--- config.mk ---
export PLATFORM = sky130hd
export DESIGN_NAME = riscv_multicycle_controller_flat
export DESIGN_NICKNAME = d
export VERILOG_FILES = /design/src/rtl/riscv_multicycle_controller_if.sv /design/src/rtl/riscv_multicycle_controller.sv /design/src/flat_wrapper.sv
export SDC_FILE = /design/constraint.sdc
export NUM_CORES = 1
export LEC_CHECK = 0
export ABC_AREA = 1
export CAP_MARGIN = 20
export CORE_ASPECT_RATIO = 1.25
export CORE_UTILIZATION = 25
export DETAILED_ROUTE_END_ITERATION = 16
export PLACE_DENSITY = 0.44
export SLEW_MARGIN = 40
export SYNTH_ARGS = -nofsm -noshare
export SYNTH_HDL_FRONTEND = slang
export SYNTH_SLANG_ARGS = --single-unit
--- constraint.sdc ---
create_clock -name clk -period 2.3 [get_ports clk]
set_input_delay 0.575 -clock clk [delete_from_list [all_inputs] [get_ports clk]]
set_output_delay 0.575 -clock clk [all_outputs]
set_load 0.05 [all_outputs]
--- src/rtl/riscv_multicycle_controller_if.sv ---
// Control/status bundle between the multi-cycle controller and the datapath/memory side.
// master = controller, slave = datapath and memory.
interface riscv_multicycle_controller_if #(
  parameter int ALU_CTRL_W = 3,
  parameter int CNT_W      = 32
) ();
  logic [6:0]            op;
  logic [2:0]            func3;
  logic [6:0]            func7;
  logic                  zero;
  logic                  neg;
  logic                  mem_ready;
  logic                  PCWrite;
  logic                  IRWrite;
  logic                  MemWrite;
  logic                  RegWrite;
  logic                  AdrSrc;
  logic [1:0]            ResultSrc;
  logic [1:0]            ALUSrcA;
  logic [1:0]            ALUSrcB;
  logic [2:0]            ImmSrc;
  logic [ALU_CTRL_W-1:0] ALUControl;
  logic                  illegal_op;
  logic                  instr_done;
  logic [CNT_W-1:0]      instret;

  modport master (
    input  op, func3, func7, zero, neg, mem_ready,
    output PCWrite, IRWrite, MemWrite, RegWrite, AdrSrc, ResultSrc,
           ALUSrcA, ALUSrcB, ImmSrc, ALUControl, illegal_op, instr_done, instret
  );

  modport slave (
    output op, func3, func7, zero, neg, mem_ready,
    input  PCWrite, IRWrite, MemWrite, RegWrite, AdrSrc, ResultSrc,
           ALUSrcA, ALUSrcB, ImmSrc, ALUControl, illegal_op, instr_done, instret
  );
endinterface

--- src/rtl/riscv_multicycle_controller.sv ---
// Moore-style multi-cycle RV32I control unit over a shared wait-state memory.
// Write enables are forced low while rst_n is asserted; instret counts retired instructions.
module riscv_multicycle_controller #(
  parameter int ALU_CTRL_W  = 3,
  parameter bit MEM_WAIT_EN = 1'b1,
  parameter int CNT_W       = 32
) (
  input logic clk,
  input logic rst_n,
  riscv_multicycle_controller_if.master ctrl
);

  typedef enum logic [3:0] {
    S_FETCH     = 4'd0,
    S_DECODE    = 4'd1,
    S_MEMADR    = 4'd2,
    S_MEMREAD   = 4'd3,
    S_MEMWB     = 4'd4,
    S_MEMWRITE  = 4'd5,
    S_EXECR     = 4'd6,
    S_EXECI     = 4'd7,
    S_ALUWB     = 4'd8,
    S_BRANCH    = 4'd9,
    S_JAL       = 4'd10,
    S_JALR      = 4'd11,
    S_JALR_LINK = 4'd12,
    S_LUI       = 4'd13
  } state_e;

  localparam logic [6:0] OP_LOAD   = 7'b0000011;
  localparam logic [6:0] OP_STORE  = 7'b0100011;
  localparam logic [6:0] OP_R      = 7'b0110011;
  localparam logic [6:0] OP_IMM    = 7'b0010011;
  localparam logic [6:0] OP_BRANCH = 7'b1100011;
  localparam logic [6:0] OP_JAL    = 7'b1101111;
  localparam logic [6:0] OP_JALR   = 7'b1100111;
  localparam logic [6:0] OP_LUI    = 7'b0110111;

  localparam logic [2:0] ALU_ADD = 3'b000;
  localparam logic [2:0] ALU_SUB = 3'b001;

  function automatic logic [2:0] imm_for_op(input logic [6:0] op);
    case (op)
      OP_STORE:  imm_for_op = 3'b001;
      OP_BRANCH: imm_for_op = 3'b010;
      OP_JAL:    imm_for_op = 3'b011;
      OP_LUI:    imm_for_op = 3'b100;
      default:   imm_for_op = 3'b000;
    endcase
  endfunction

  function automatic logic is_illegal(input logic [6:0] op, input logic [2:0] f3);
    case (op)
      OP_R, OP_IMM:              is_illegal = (f3 == 3'b001) || (f3 == 3'b101);
      OP_BRANCH:                 is_illegal = (f3 == 3'b110) || (f3 == 3'b111);
      OP_LOAD, OP_STORE:         is_illegal = (f3 != 3'b010);
      OP_JAL, OP_JALR, OP_LUI:   is_illegal = 1'b0;
      default:                   is_illegal = 1'b1;
    endcase
  endfunction

  // sub only for R-type with func7[5]; immediate forms always add
  function automatic logic [2:0] alu_decode(input logic [2:0] f3, input logic f7_5, input logic r_type);
    case (f3)
      3'b000:  alu_decode = (r_type && f7_5) ? ALU_SUB : ALU_ADD;
      3'b111:  alu_decode = 3'b010;
      3'b110:  alu_decode = 3'b011;
      3'b100:  alu_decode = 3'b100;
      3'b010:  alu_decode = 3'b101;
      3'b011:  alu_decode = 3'b110;
      default: alu_decode = ALU_ADD;
    endcase
  endfunction

  function automatic logic branch_taken(input logic [2:0] f3, input logic z, input logic n);
    case (f3)
      3'b000:  branch_taken = z;
      3'b001:  branch_taken = !z;
      3'b100:  branch_taken = n;
      3'b101:  branch_taken = !n;
      default: branch_taken = 1'b0;
    endcase
  endfunction

  state_e           state_q, state_d;
  logic [CNT_W-1:0] instret_q, instret_d;
  logic             mem_done_s;
  logic             pc_write_s, ir_write_s, mem_write_s, reg_write_s, adr_src_s;
  logic             illegal_s, done_s;
  logic [1:0]       result_src_s, src_a_s, src_b_s;
  logic [2:0]       imm_src_s, alu_s;

  assign mem_done_s = !MEM_WAIT_EN || ctrl.mem_ready;

  // Next-state and per-state control outputs
  always_comb begin
    state_d      = state_q;
    pc_write_s   = 1'b0;
    ir_write_s   = 1'b0;
    mem_write_s  = 1'b0;
    reg_write_s  = 1'b0;
    adr_src_s    = 1'b0;
    illegal_s    = 1'b0;
    done_s       = 1'b0;
    result_src_s = 2'b00;
    src_a_s      = 2'b00;
    src_b_s      = 2'b00;
    imm_src_s    = 3'b000;
    alu_s        = ALU_ADD;
    case (state_q)
      S_FETCH: begin
        src_b_s      = 2'b10;
        result_src_s = 2'b10;
        if (mem_done_s) begin
          ir_write_s = 1'b1;
          pc_write_s = 1'b1;
          state_d    = S_DECODE;
        end else begin
          state_d    = S_FETCH;
        end
      end
      S_DECODE: begin
        src_a_s   = 2'b01;
        src_b_s   = 2'b01;
        imm_src_s = imm_for_op(ctrl.op);
        if (is_illegal(ctrl.op, ctrl.func3)) begin
          illegal_s = 1'b1;
          state_d   = S_FETCH;
        end else begin
          case (ctrl.op)
            OP_LOAD, OP_STORE: state_d = S_MEMADR;
            OP_R:              state_d = S_EXECR;
            OP_IMM:            state_d = S_EXECI;
            OP_BRANCH:         state_d = S_BRANCH;
            OP_JAL:            state_d = S_JAL;
            OP_JALR:           state_d = S_JALR;
            OP_LUI:            state_d = S_LUI;
            default:           state_d = S_FETCH;
          endcase
        end
      end
      S_MEMADR: begin
        src_a_s = 2'b10;
        src_b_s = 2'b01;
        if (ctrl.op == OP_STORE) begin
          imm_src_s = 3'b001;
          state_d   = S_MEMWRITE;
        end else begin
          imm_src_s = 3'b000;
          state_d   = S_MEMREAD;
        end
      end
      S_MEMREAD: begin
        adr_src_s = 1'b1;
        if (mem_done_s) begin
          state_d = S_MEMWB;
        end else begin
          state_d = S_MEMREAD;
        end
      end
      S_MEMWB: begin
        result_src_s = 2'b01;
        reg_write_s  = 1'b1;
        done_s       = 1'b1;
        state_d      = S_FETCH;
      end
      S_MEMWRITE: begin
        adr_src_s   = 1'b1;
        mem_write_s = 1'b1;
        if (mem_done_s) begin
          done_s  = 1'b1;
          state_d = S_FETCH;
        end else begin
          state_d = S_MEMWRITE;
        end
      end
      S_EXECR: begin
        src_a_s = 2'b10;
        alu_s   = alu_decode(ctrl.func3, ctrl.func7[5], 1'b1);
        state_d = S_ALUWB;
      end
      S_EXECI: begin
        src_a_s = 2'b10;
        src_b_s = 2'b01;
        alu_s   = alu_decode(ctrl.func3, ctrl.func7[5], 1'b0);
        state_d = S_ALUWB;
      end
      S_ALUWB: begin
        reg_write_s = 1'b1;
        done_s      = 1'b1;
        state_d     = S_FETCH;
      end
      S_BRANCH: begin
        src_a_s    = 2'b10;
        alu_s      = ALU_SUB;
        imm_src_s  = 3'b010;
        pc_write_s = branch_taken(ctrl.func3, ctrl.zero, ctrl.neg);
        done_s     = 1'b1;
        state_d    = S_FETCH;
      end
      // PC <- branch target latched in DECODE; ALUOut <- OldPC+4 for ALUWB
      S_JAL: begin
        src_a_s    = 2'b01;
        src_b_s    = 2'b10;
        pc_write_s = 1'b1;
        state_d    = S_ALUWB;
      end
      S_JALR: begin
        src_a_s      = 2'b10;
        src_b_s      = 2'b01;
        result_src_s = 2'b10;
        pc_write_s   = 1'b1;
        state_d      = S_JALR_LINK;
      end
      S_JALR_LINK: begin
        src_a_s      = 2'b01;
        src_b_s      = 2'b10;
        result_src_s = 2'b10;
        reg_write_s  = 1'b1;
        done_s       = 1'b1;
        state_d      = S_FETCH;
      end
      S_LUI: begin
        imm_src_s    = 3'b100;
        result_src_s = 2'b11;
        reg_write_s  = 1'b1;
        done_s       = 1'b1;
        state_d      = S_FETCH;
      end
      default: begin
        state_d = S_FETCH;
      end
    endcase
  end

  // Retired-instruction counter, wraps naturally
  always_comb begin
    if (done_s) begin
      instret_d = instret_q + CNT_W'(1);
    end else begin
      instret_d = instret_q;
    end
  end

  // State and counter registers
  always_ff @(posedge clk or negedge rst_n) begin
    if (!rst_n) begin
      state_q   <= S_FETCH;
      instret_q <= '0;
    end else begin
      state_q   <= state_d;
      instret_q <= instret_d;
    end
  end

  assign ctrl.PCWrite    = pc_write_s  & rst_n;
  assign ctrl.IRWrite    = ir_write_s  & rst_n;
  assign ctrl.MemWrite   = mem_write_s & rst_n;
  assign ctrl.RegWrite   = reg_write_s & rst_n;
  assign ctrl.illegal_op = illegal_s   & rst_n;
  assign ctrl.instr_done = done_s      & rst_n;
  assign ctrl.AdrSrc     = adr_src_s;
  assign ctrl.ResultSrc  = result_src_s;
  assign ctrl.ALUSrcA    = src_a_s;
  assign ctrl.ALUSrcB    = src_b_s;
  assign ctrl.ImmSrc     = imm_src_s;
  assign ctrl.ALUControl = ALU_CTRL_W'(alu_s);
  assign ctrl.instret    = instret_q;

endmodule
--- src/flat_wrapper.sv ---
// flat-port wrapper written by rule: the top's interface ports become plain ports
module riscv_multicycle_controller_flat 
#(
  parameter int ALU_CTRL_W  = 3,
  parameter bit MEM_WAIT_EN = 1'b1,
  parameter int CNT_W       = 32
)
  (clk, rst_n, ctrl_op, ctrl_func3, ctrl_func7, ctrl_zero, ctrl_neg, ctrl_mem_ready, ctrl_PCWrite, ctrl_IRWrite, ctrl_MemWrite, ctrl_RegWrite, ctrl_AdrSrc, ctrl_ResultSrc, ctrl_ALUSrcA, ctrl_ALUSrcB, ctrl_ImmSrc, ctrl_ALUControl, ctrl_illegal_op, ctrl_instr_done, ctrl_instret);
  riscv_multicycle_controller_if #(.ALU_CTRL_W(ALU_CTRL_W), .CNT_W(CNT_W)) ctrl_i ();
  input logic clk;
  input logic rst_n;
  input wire logic [$bits(ctrl_i.op)-1:0] ctrl_op;
  input wire logic [$bits(ctrl_i.func3)-1:0] ctrl_func3;
  input wire logic [$bits(ctrl_i.func7)-1:0] ctrl_func7;
  input wire logic [$bits(ctrl_i.zero)-1:0] ctrl_zero;
  input wire logic [$bits(ctrl_i.neg)-1:0] ctrl_neg;
  input wire logic [$bits(ctrl_i.mem_ready)-1:0] ctrl_mem_ready;
  output wire logic [$bits(ctrl_i.PCWrite)-1:0] ctrl_PCWrite;
  output wire logic [$bits(ctrl_i.IRWrite)-1:0] ctrl_IRWrite;
  output wire logic [$bits(ctrl_i.MemWrite)-1:0] ctrl_MemWrite;
  output wire logic [$bits(ctrl_i.RegWrite)-1:0] ctrl_RegWrite;
  output wire logic [$bits(ctrl_i.AdrSrc)-1:0] ctrl_AdrSrc;
  output wire logic [$bits(ctrl_i.ResultSrc)-1:0] ctrl_ResultSrc;
  output wire logic [$bits(ctrl_i.ALUSrcA)-1:0] ctrl_ALUSrcA;
  output wire logic [$bits(ctrl_i.ALUSrcB)-1:0] ctrl_ALUSrcB;
  output wire logic [$bits(ctrl_i.ImmSrc)-1:0] ctrl_ImmSrc;
  output wire logic [$bits(ctrl_i.ALUControl)-1:0] ctrl_ALUControl;
  output wire logic [$bits(ctrl_i.illegal_op)-1:0] ctrl_illegal_op;
  output wire logic [$bits(ctrl_i.instr_done)-1:0] ctrl_instr_done;
  output wire logic [$bits(ctrl_i.instret)-1:0] ctrl_instret;
  assign ctrl_i.op = ctrl_op;
  assign ctrl_i.func3 = ctrl_func3;
  assign ctrl_i.func7 = ctrl_func7;
  assign ctrl_i.zero = ctrl_zero;
  assign ctrl_i.neg = ctrl_neg;
  assign ctrl_i.mem_ready = ctrl_mem_ready;
  assign ctrl_PCWrite = ctrl_i.PCWrite;
  assign ctrl_IRWrite = ctrl_i.IRWrite;
  assign ctrl_MemWrite = ctrl_i.MemWrite;
  assign ctrl_RegWrite = ctrl_i.RegWrite;
  assign ctrl_AdrSrc = ctrl_i.AdrSrc;
  assign ctrl_ResultSrc = ctrl_i.ResultSrc;
  assign ctrl_ALUSrcA = ctrl_i.ALUSrcA;
  assign ctrl_ALUSrcB = ctrl_i.ALUSrcB;
  assign ctrl_ImmSrc = ctrl_i.ImmSrc;
  assign ctrl_ALUControl = ctrl_i.ALUControl;
  assign ctrl_illegal_op = ctrl_i.illegal_op;
  assign ctrl_instr_done = ctrl_i.instr_done;
  assign ctrl_instret = ctrl_i.instret;
  riscv_multicycle_controller #(.ALU_CTRL_W(ALU_CTRL_W), .MEM_WAIT_EN(MEM_WAIT_EN), .CNT_W(CNT_W)) u_core (.clk(clk), .rst_n(rst_n), .ctrl(ctrl_i));
endmodule
== Yosys cells after proc, flatten, opt, wreduce, memory -nomap -nowiden ==
Cells that the tools add are included.

* Register bits: 36
* Bits of input ports: 22
* Output and inout bits: 51
* Logic and storage cells: 86

* Add/sub/neg operators: 1
* Eq/ne operators: 29
* Multiplexer cells: 29
* Bitwise operators: 6
* Reduce and logical (&&, ||, !) cells: 19

{| class="wikitable"
|+ Operators with widths
! operator !! count
|-
| 4-bit one-hot mux with 7 select lines || 2
|-
| 32-bit by 1-bit adder with 32-bit output, second input constant || 1
|-
| 4-bit equality test, second input constant || 6
|-
| 3-bit one-hot mux with 4 select lines || 2
|-
| 7-bit by 6-bit equality test with 1-bit output, second input constant || 3
|-
| 7-bit equality test, second input constant || 3
|-
| 3-bit one-hot mux with 6 select lines || 1
|-
| 4-bit by 3-bit equality test with 1-bit output, second input constant || 4
|-
| 3-bit one-hot mux with 5 select lines || 1
|-
| 3-bit OR reduction || 5
|-
| 3-bit equality test, second input constant || 4
|-
| 1-bit two-way mux || 11
|-
| 5-bit OR reduction || 2
|-
| 3-bit two-way mux || 3
|-
| 3-bit one-hot mux with 3 select lines || 1
|-
| 4-bit by 2-bit equality test with 1-bit output, second input constant || 2
|-
| 1-bit one-hot mux with 4 select lines || 2
|-
| 2-bit one-hot mux with 2 select lines || 2
|-
| 2-bit OR reduction || 4
|-
| 4-bit OR reduction || 2
|-
| 7-bit by 2-bit equality test with 1-bit output, second input constant || 1
|-
| 7-bit by 5-bit equality test with 1-bit output, second input constant || 1
|-
| 1-bit AND || 6
|-
| 3-bit by 2-bit equality test with 1-bit output, second input constant || 2
|-
| 11 further kinds || 13
|}

== Depth between registers and ports, before layout ==
* Depth in word-level cells: 7
* Mapped depth: 10
* Mapped depth without buffers: 10

== Least setup slack after synthesis ==
Ideal clock, no wire load.

* Path kind: input -> output
* Start: input ctrl_op[1]
* End: output ctrl_ImmSrc[1]
* Arrival time: 2.244 ns
* Required time: 1.725 ns
* Path slack: -0.519 ns
* Stages on the path: 4
* Path buffers: 0
* Cell sequence: nand2_1 nor2_1 o21ai_0 o21ai_0

* Cells in the longest elaborated chain, start to end: 3
* Elaborated cells between the ends (all ways): 6
* Those cells by class: eq/ne: 4; mux: 2

{| class="wikitable"
|+ Ends and longest elaborated chain
! element !! line !! text
|-
| start: declaration || flat_wrapper.sv:12 || <nowiki>input wire logic [$bits(ctrl_i.op)-1:0] ctrl_op;</nowiki>
|-
| 7-bit by 6-bit equality test with 1-bit output / 7-bit equality test (equally long branches) || riscv_multicycle_controller.sv:43 || <nowiki>case (op)</nowiki>
|-
| 3-bit one-hot mux with 4 select lines (*) || riscv_multicycle_controller.sv:43 ||
|-
| 3-bit one-hot mux with 4 select lines (*) || riscv_multicycle_controller.sv:110 || <nowiki>case (state_q)</nowiki>
|-
| end: declaration || flat_wrapper.sv:26 || <nowiki>output wire logic [$bits(ctrl_i.ImmSrc)-1:0] ctrl_ImmSrc;</nowiki>
|}

Every way passes the cells marked *; elsewhere a longest branch is shown, timed or not.

== Worst setup path in the final report ==
* Start: input ctrl_func3[0]
* End: output ctrl_illegal_op

* Cells in the longest elaborated chain, start to end: 7
* Elaborated cells between the ends (all ways): 12
* Those cells by class: eq/ne: 5; mux: 4; bitwise: 1; reduce/logical: 2

{| class="wikitable"
|+ Ends and longest elaborated chain
! element !! line !! text
|-
| start: declaration || flat_wrapper.sv:13 || <nowiki>input wire logic [$bits(ctrl_i.func3)-1:0] ctrl_func3;</nowiki>
|-
| 3-bit equality test (tied with other cells) || riscv_multicycle_controller.sv:55 || <nowiki>OP_BRANCH: is_illegal = (f3 == 3'b110) || (f3 == 3'b111);</nowiki>
|-
| 1-bit logical OR (on tied branches) || riscv_multicycle_controller.sv:55, riscv_multicycle_controller.sv:54 ||
|-
| 1-bit one-hot mux with 4 select lines (*) || riscv_multicycle_controller.sv:53 || <nowiki>case (op)</nowiki>
|-
| 1-bit two-way mux (*) || riscv_multicycle_controller.sv:110 ||
|-
| 1-bit two-way mux (*) || riscv_multicycle_controller.sv:126 || <nowiki>if (is_illegal(ctrl.op, ctrl.func3)) begin</nowiki>
|-
| 1-bit two-way mux (*) || riscv_multicycle_controller.sv:110 ||
|-
| 1-bit AND (*) || riscv_multicycle_controller.sv:260 || <nowiki>assign ctrl.illegal_op = illegal_s & rst_n;</nowiki>
|-
| end: declaration || flat_wrapper.sv:28 || <nowiki>output wire logic [$bits(ctrl_i.illegal_op)-1:0] ctrl_illegal_op;</nowiki>
|}

Every way passes the cells marked *; elsewhere a longest branch is shown, timed or not. The select of a mux whose other input is x is not followed.

==> summary.txt <==
STA
  • Final Hold Violating Endpoints: 0
  • Period utilization: 97.2%
  • Unrepaired setup endpoints after global routing: true
  • Max Slew Vio Count: 0
  • Sum of negative setup slack: 0 ns
  • Min Tclk post-route: 2.24 ns
  • Worst-Margin Slew: 0.499 ns
  • Clk_skew: 0.00640 ns
  • Setup Viol. Count Final: 0
  • Fmax achieved: 447 MHz
  • Final setup margin: 0.0647 ns
  • Hold Worst Slack: 0.362 ns
  • Max-slew headroom: 66.6%

Route
  • Routed Wire Length: 8440 µm
  • Total number of vias: 3026
  • Per-cell routed wire length: 12.6 µm
  • Vias per cell: 4.50
  • DRC marker count from the first detailed-route iteration: 100
  • # DRC: 0
  • Drt first pass iters: 4
  • Antenna Violating Nets Remaining: 0

Layout
  • Fraction of layout cells with a size suffix above 1: 26.2%
  • Commonest non-fill, non-tap cell in the layout: nand2_1
  • ANT cells: 0
  • Fin util: 42.5%
  • NumNets Final: 565
  • Commonest cells after routing, fill and taps aside: nand2_1 (170), nor2_1 (68), buf_4 (43)
  • Syn-to-layout area delta: 63.3%

Power
  • Final Power: 2.89 mW
  • Pwr dens: 667 nW/µm²
  • Worst vdd ir: 0.000658 V
  • Leak pwr: 1.90 nW

Die
  • Die X: 94.2 µm
  • Rows: 41
  • Die H: 117 µm
  • Initial Utilization: 26.0%
  • Die area: 11100 µm²
  • Io pins: 73
  • Core area: 10200 µm²

CTS
  • Clock slew at reported path FFs: 0.06 ns
  • Clock tree buffer depth: 2
  • H-Tree Depth: 2
  • Num CTS Buffers: 5
  • Clock latency at the later pin of the worst-skew pair: 0.28 ns
  • CTS tree: built
  • Num Clock Sinks: 36
  • CTS root buffer: clkbuf_16

Logic synthesis
  • Avg Synthesized Cell Area: 6.23 µm²
  • Synth warnings: 0
  • Post-Synthesis Cells: 427
  • Post-synth EDFFs: 0
  • Asr flop ratio synth: 100%
  • Mapped Nets: 450
  • Sequential fraction of the synthesis area: 33.9%
  • Post-Syn Area: 2660 µm²
  • Yosys reg bits: 36
  • Top_reg_cell synth: dfrtp_1
  • Post-synthesis cell type count: 27

Run
  • Max-cap violations: 0

Placed design
  • Pre-CTS setup slack: -0.365 ns
  • PortBufs: 66
  • Gpl congestion: 0.866
  • DP HPWL: 6810 µm

Critical path
  • Kind of critical path: input port to output port
  • Worst reg-to-reg path cell count: 8
  • Arrival time at the worst endpoint: 1.66 ns
  • Crit. End Element: output port
  • Data required time of the worst path: 1.73 ns
  • Worst Setup Start Kind: input port
  • Critical-path maximum fanout: 2

Run status
  • Status: finished, final reports clean

Global routing
  • Initial antenna violation count: 0
  • Vias in the first global route: 3091
  • Global-route wire length before repair: 14000 µm
  • Largest net degree at the start of global routing: 18
  • Total gr overflow: 0
  • Total GRT Usage: 16.0%

Hold path
  • Hold WC Path Type: input port to async pin
[where the power goes]
part	total (mW)	internal, mW	switching [mW]
Clock	0.766	0.510	0.257
Combinational	1.35	0.528	0.820
Sequential	0.780	0.687	0.0923
[area by class of cell]
class                   instances  area (µm²)
well taps                     129         161
clock buffers                   6         129
inverters                      34         130
clock inverters                 2        35.0
fillers                      1047        5870
multi-input cells             353        1790
repair buffers                112        1190
flip-flops and latches         36         905
[worst max-delay path, cell delays in order]
cell and delay, ns:
dlygate4sd2_1 0.26, inv_2 0.09, nand2_2 0.06, nor2_2 0.17, nor2_2 0.07, inv_1 0.06, nand2_2 0.06, nor2_4 0.11
nor2_4 0.05, buf_12 0.14
[registers in the layout, indices dropped and copies added, names as in the netlist]
register             flops
u_core.ctrl.instret     32
u_core.state_q           4
[synth_stat cells, types with 3 or more instances]
| cell | n | area (µm²) |
|---|---|---|
| nand2_1 | 179 | 672 |
| nor2_1 | 83 | 312 |
| dfrtp_1 | 36 | 901 |
| inv_1 | 31 | 116 |
| nand3_1 | 21 | 105 |
| xnor2_1 | 11 | 96.3 |
| nand3b_1 | 9 | 67.6 |
| o21ai_0 | 9 | 45.0 |
| xor2_1 | 8 | 70.1 |
| nand4_1 | 6 | 37.5 |
| a21oi_1 | 4 | 20.0 |
| nand2_2 | 4 | 25.0 |
| nor2_2 | 4 | 25.0 |
| inv_2 | 3 | 11.3 |
| nor2_4 | 3 | 33.8 |
| nor3_1 | 3 | 15.0 |
[logic make-up (layout without fill, tap and decap cells)]
group / Yosys count / after routing / synth area share (%)
xor gates and xnor gates: 19 / 19 / 6.26
AOI/OAI and AO/OA: 17 / 17 / 3.44
adders and majority gates: 1 / 1 / 0.471
buffers and inverters: 38 / 154 / 5.98
and+or+nand+nor: 316 / 316 / 50.0
DFF: 36 / 36 / 33.9
[stage by stage]
| stage | cell area, µm² | cells |
|---|---|---|
| floorplan | 2680 | 427 |
| global placement | 3910 | 653 |
| detailed placement | 3910 | 653 |
| CTS | 4230 | 670 |
| global route | 4340 | 672 |
| finish | 4340 | 672 |
[path summary, 6_finish.rpt]
| path | from | slack (ns) | to |
|---|---|---|---|
| max in group asynchronous | rst_n | 1.73 | u_core.ctrl.instret[9] |
| min | rst_n | 0.36 | u_core.ctrl.instret[31] |
| min reg2reg | u_core.ctrl.instret[15] | 0.51 | u_core.ctrl.instret[15] |
| min in group clk | u_core.ctrl.instret[15] | 0.51 | u_core.ctrl.instret[15] |
| max reg2reg | u_core.ctrl.instret[0] | 0.45 | u_core.ctrl.instret[18] |
| max | ctrl_func3[0] | 0.06 | ctrl_illegal_op |
[routing by layer]
layer	wire (µm)	up-vias	GRT usage, %
met5	0	-	0
met4	230	0	5.67
met3	361	13	1.95
met2	4300	83	28.5
met1	3550	1366	19.3
li1	-	1564	-
[what timing repair did]
item                       in CTS  in global routing
setup endpoints to repair       8                  8
setup buffers                  10                  2
resized for setup              56                 37
hold buffers                    0                  0
pin swaps                      16                 14
Power figures use the tool's default switching activity.
